File: config.mk
export PLATFORM = sky130hd
export DESIGN_NAME = axi_rd_wr_arb
export DESIGN_NICKNAME = d
export VERILOG_FILES = /design/src/rtl/axi_rd_wr_arb.sv
export SDC_FILE = /design/constraint.sdc
export NUM_CORES = 1
export LEC_CHECK = 0
export BUFFER_PORTS_ARGS = -buffer_cell sky130_fd_sc_hd__buf_2
export CAP_MARGIN = 20
export CORE_AREA = 2 2 141 143
export DETAILED_ROUTE_END_ITERATION = 10
export DIE_AREA = 0 0 143 145
export GPL_ROUTABILITY_DRIVEN = 1
export SYNTH_ARGS = -nofsm -noshare
export SYNTH_HDL_FRONTEND = slang
export SYNTH_SLANG_ARGS = --single-unit
File: constraint.sdc
create_clock -name clk_i -period 3.4 [get_ports clk_i]
set_input_delay 0.17 -clock clk_i [delete_from_list [all_inputs] [get_ports clk_i]]
set_output_delay 0.17 -clock clk_i [all_outputs]
set_load 0.05 [all_outputs]
File: src/rtl/axi_rd_wr_arb.sv
// Two-master (IFU read-only, LSU read/write) to one-slave AXI4-Lite arbiter.
// Whole transactions are serialised; masters are granted round-robin.
module axi_rd_wr_arb #(
    parameter int unsigned ADDR_W = 32,
    parameter int unsigned DATA_W = 32
) (
    input  logic                  clk_i,
    input  logic                  rst_i,
    // master 0 (IFU)
    input  logic                  m0_ar_valid,
    output logic                  m0_ar_ready,
    input  logic [ADDR_W-1:0]     m0_ar_addr,
    output logic                  m0_r_valid,
    input  logic                  m0_r_ready,
    output logic [DATA_W-1:0]     m0_r_data,
    output logic [1:0]            m0_r_resp,
    // master 1 (LSU)
    input  logic                  m1_ar_valid,
    output logic                  m1_ar_ready,
    input  logic [ADDR_W-1:0]     m1_ar_addr,
    output logic                  m1_r_valid,
    input  logic                  m1_r_ready,
    output logic [DATA_W-1:0]     m1_r_data,
    output logic [1:0]            m1_r_resp,
    input  logic                  m1_aw_valid,
    output logic                  m1_aw_ready,
    input  logic [ADDR_W-1:0]     m1_aw_addr,
    input  logic                  m1_w_valid,
    output logic                  m1_w_ready,
    input  logic [DATA_W-1:0]     m1_w_data,
    input  logic [DATA_W/8-1:0]   m1_w_strb,
    output logic                  m1_b_valid,
    input  logic                  m1_b_ready,
    output logic [1:0]            m1_b_resp,
    // slave
    output logic                  s_ar_valid,
    input  logic                  s_ar_ready,
    output logic [ADDR_W-1:0]     s_ar_addr,
    input  logic                  s_r_valid,
    output logic                  s_r_ready,
    input  logic [DATA_W-1:0]     s_r_data,
    input  logic [1:0]            s_r_resp,
    output logic                  s_aw_valid,
    input  logic                  s_aw_ready,
    output logic [ADDR_W-1:0]     s_aw_addr,
    output logic                  s_w_valid,
    input  logic                  s_w_ready,
    output logic [DATA_W-1:0]     s_w_data,
    output logic [DATA_W/8-1:0]   s_w_strb,
    input  logic                  s_b_valid,
    output logic                  s_b_ready,
    input  logic [1:0]            s_b_resp
);

    localparam logic [2:0] IDLE = 3'd0;
    localparam logic [2:0] RD_A = 3'd1;
    localparam logic [2:0] RD_D = 3'd2;
    localparam logic [2:0] WR_A = 3'd3;
    localparam logic [2:0] WR_B = 3'd4;

    logic [2:0] state_q, state_d;
    logic       gnt_q, gnt_d;
    logic       last_q, last_d;
    logic       aw_done_q, aw_done_d;
    logic       w_done_q, w_done_d;

    logic req0, req1, m1_wr, win, aw_fin, w_fin;

    always_comb begin
        state_d   = state_q;
        gnt_d     = gnt_q;
        last_d    = last_q;
        aw_done_d = aw_done_q;
        w_done_d  = w_done_q;

        req0   = m0_ar_valid;
        m1_wr  = m1_aw_valid & m1_w_valid;
        req1   = m1_ar_valid | m1_wr;
        win    = 1'b0;
        aw_fin = 1'b0;
        w_fin  = 1'b0;

        m0_ar_ready = 1'b0;
        m0_r_valid  = 1'b0;
        m0_r_data   = '0;
        m0_r_resp   = 2'b00;
        m1_ar_ready = 1'b0;
        m1_r_valid  = 1'b0;
        m1_r_data   = '0;
        m1_r_resp   = 2'b00;
        m1_aw_ready = 1'b0;
        m1_w_ready  = 1'b0;
        m1_b_valid  = 1'b0;
        m1_b_resp   = 2'b00;
        s_ar_valid  = 1'b0;
        s_ar_addr   = '0;
        s_r_ready   = 1'b0;
        s_aw_valid  = 1'b0;
        s_aw_addr   = '0;
        s_w_valid   = 1'b0;
        s_w_data    = '0;
        s_w_strb    = '0;
        s_b_ready   = 1'b0;

        case (state_q)
            IDLE: begin
                if (req0 | req1) begin
                    win     = (req0 & req1) ? ~last_q : req1;
                    gnt_d   = win;
                    last_d  = win;
                    // LSU write beats its own pending read to keep store-before-load order
                    state_d = (win & m1_wr) ? WR_A : RD_A;
                end
            end
            RD_A: begin
                s_ar_valid = gnt_q ? m1_ar_valid : m0_ar_valid;
                s_ar_addr  = gnt_q ? m1_ar_addr : m0_ar_addr;
                if (gnt_q) m1_ar_ready = s_ar_ready;
                else       m0_ar_ready = s_ar_ready;
                if (s_ar_valid & s_ar_ready) state_d = RD_D;
            end
            RD_D: begin
                if (gnt_q) begin
                    m1_r_valid = s_r_valid;
                    m1_r_data  = s_r_data;
                    m1_r_resp  = s_r_resp;
                    s_r_ready  = m1_r_ready;
                end else begin
                    m0_r_valid = s_r_valid;
                    m0_r_data  = s_r_data;
                    m0_r_resp  = s_r_resp;
                    s_r_ready  = m0_r_ready;
                end
                if (s_r_valid & s_r_ready) state_d = IDLE;
            end
            WR_A: begin
                s_aw_valid  = m1_aw_valid & ~aw_done_q;
                s_aw_addr   = m1_aw_addr;
                m1_aw_ready = s_aw_ready & ~aw_done_q;
                s_w_valid   = m1_w_valid & ~w_done_q;
                s_w_data    = m1_w_data;
                s_w_strb    = m1_w_strb;
                m1_w_ready  = s_w_ready & ~w_done_q;
                aw_fin      = aw_done_q | (s_aw_valid & s_aw_ready);
                w_fin       = w_done_q | (s_w_valid & s_w_ready);
                if (aw_fin & w_fin) begin
                    state_d   = WR_B;
                    aw_done_d = 1'b0;
                    w_done_d  = 1'b0;
                end else begin
                    aw_done_d = aw_fin;
                    w_done_d  = w_fin;
                end
            end
            WR_B: begin
                m1_b_valid = s_b_valid;
                m1_b_resp  = s_b_resp;
                s_b_ready  = m1_b_ready;
                if (s_b_valid & m1_b_ready) state_d = IDLE;
            end
            default: state_d = IDLE;
        endcase
    end

    always_ff @(posedge clk_i) begin
        if (rst_i) begin
            state_q   <= IDLE;
            gnt_q     <= 1'b0;
            last_q    <= 1'b1;
            aw_done_q <= 1'b0;
            w_done_q  <= 1'b0;
        end else begin
            state_q   <= state_d;
            gnt_q     <= gnt_d;
            last_q    <= last_d;
            aw_done_q <= aw_done_d;
            w_done_q  <= w_done_d;
        end
    end

endmodule
==> run summary <==
Max VDD drop: 0.0002526 V
Cells after Synth: 292
# Max-Cap Violations: 0
Period Utilization, post-route: 71.45%
Worst Hold Class: in2reg
Slew HR: 26.42%
clk sinks: 7
RSZ-0062 raised after global routing: false
CTS max path bufs: 2
CTS root buffer: clkbuf_16
largest family of logic cells by synthesized area: simple AND/OR/NAND/NOR gates
Top delay family on crit path: simple AND/OR/NAND/NOR gates
adder-cell area share of the yosys netlist: 0%
total wire length: 10.72 mm
Yosys top cell by area: and2_1
Pleak: 0.002536 uW
Fillers: 2174
post_cts resized: 0
row count: 51
total gr overflow: 0
Req. time, crit path: 3230 ps
Final Setup Violations: 0
syn nets: 474
Total GRT Usage: 9.044%
ANT nets after route: 0
initial antenna violation count: 0
Via density: 3.527
# hold bufs at CTS: 0
synth top area cells: and2_1 (43%), mux2i_1 (17%), dfxtp_1 (6.8%)
Starting Density: 10.77%
Chip Width: 143 um
CP startpoint kind: flip-flop
Least-Margin Pin Slew: 1104 ps
global-route wire length before repair: 15.04 mm
top-area cell type share of the netlist area: 42.93%
Die Span Y: 145 um
CP peak stage delay: 910 ps
max frequency: 411.6 MHz
post-synth design cell area: 2069 um2
largest net degree at the start of global routing: 72
top post-synthesis cells by count: and2_1 (142), mux2i_1 (35), nor2_1 (26), nor2_4 (11), clkbuf_1 (9)
Final Wtd Congestion: 0.8492
Synth Area in Simple Gates: 62.09%
most common cell in the netlist: and2_1
Core Area: 19210 um2
Synth Register Bits: 7
Fin Hold WS: 196.5 ps
Post-synth EDFFs: 0
crit path buf inv count: 1
# IOs: 364
DRC: 0
multiplexer area fraction after synthesis: 16.93%
cells along the critical path: or3b_2, nor3_1, buf_2
Post-CTS Setup Inserts: 0
clock tree from TritonCTS: yes
nets@finish: 820
DP Area: 4080 um2
synth warn: 0
DRT Pass-1 Iters: 4
sequential fraction of the synthesis area: 6.771%
worst skew pair latency: 230 ps
library cells used by synthesis: 38
top_reg_cell synth: dfxtp_1
vias in the first global route: 2861
layout cells sized above 1: 60.75%
Detailed Place HPWL: 9.425 mm
Compound-Gate Fraction of Synth Area: 6.046%
ys async rst share: 0%
max-slew violations: 0
setup TNS: 0 ps
status: finished clean
crit path time final: 2429 ps
routed len/inst: 11.86 um
CTS clk-pin slew, worst paths: 40 ps
via count: 3188
Layout area overhead: 101.2%
number of DRC markers in iteration 0: 88
Design Area, Final: 4164 um2
Crit-path slowest cell: or3b_2
Mean Syn Cell Area: 7.087 um2
PwrDens: 476.4 nW/um2
I/O Buffers: 363
Hold Fails Final Rpt: 0
CTS H-tree depth: 1
Worst EP arrival: 2260 ps
Post-Synth XOR/XNOR Area: 0%
Critical Path Sink Type: output port
Die ar.: 20740 um2
Final Core Density: 21.68%
TritonCTS buffer count: 3
CP Class: reg2out
Worst Path Max Fanout: 35
Final WS setup: 970.5 ps
clock skew: 0.8417 ps
Place WS: 1234 ps
-- through the flow --
stage / total power [uW] / cells
after global placement: 1787 / 898
final: 1984 / 904
after floorplan: 1450 / 292
after global routing: 2084 / 902
after CTS: 2000 / 902
after detailed placement: 1792 / 898
-- placed cells by master (no fill, tap or decap), types with 3 or more instances in the layout --
cell type and n:
and2_1 142, buf_4 3, nor2_1 26, nor2_4 11, dfxtp_1 6, clkbuf_16 3, o21ai_0 3, mux2i_1 35
a21oi_1 4, nand2_1 7, buf_2 363, nor3b_1 5
-- state kept, by name, summed over array words and instances (netlist names) --
register and cells:
aw_done_q 1, last_q 1, w_done_q 1, state_q 3, gnt_q 1
-- worst paths after layout --
check,slack [ps],from,to,depth (start not counted)
worst max-delay path,970,state_q[0]$_SDFFE_PP0P_,m0_ar_ready,3
worst min-delay path,200,rst_i,w_done_q$_SDFFE_PP0N_,2
worst max register to register,1480,state_q[0]$_SDFFE_PP0P_,state_q[1]$_SDFFE_PP0P_,4
worst min register to register,490,last_q$_SDFFE_PP1P_,last_q$_SDFFE_PP1P_,1
-- kinds of logic after synthesis --
kind of cell / Yosys count
AOI/OAI and AO/OA: 18
buffers and inverters: 27
DFF: 7
muxes: 35
and+or+nand+nor: 205
-- final cells by class --
class	instances	area [um2]	share of cell area, %
Timing Repair Buffer	366	1839	44.17
Antenna cell	2	5.005	0.1202
Clock buffer	4	78.83	1.893
Sequential cell	7	141.4	3.395
Multi-Input combinational cell	258	1760	42.28
Tap cell	265	331.6	7.963
Inverter	2	7.507	0.1803
-- metal layers --
metal / up-vias / share of wire (%) / global-route usage [%]
met2: 171 / 48 / 16.44
met4: 0 / 0.26 / 1.040
met5: - / 0 / 0
met1: 1382 / 45 / 12.05
li1: 1631 / - / -
met3: 4 / 6.2 / 0.4290
-- power breakdown --
part	internal (uW)	total [uW]	switching (uW)
registers	96.8	139	42.2
logic	433	1640	1210
clock network	156	202	45.4
total	686	1980	1300
Note: power is estimated with default switching activity, not from simulation.
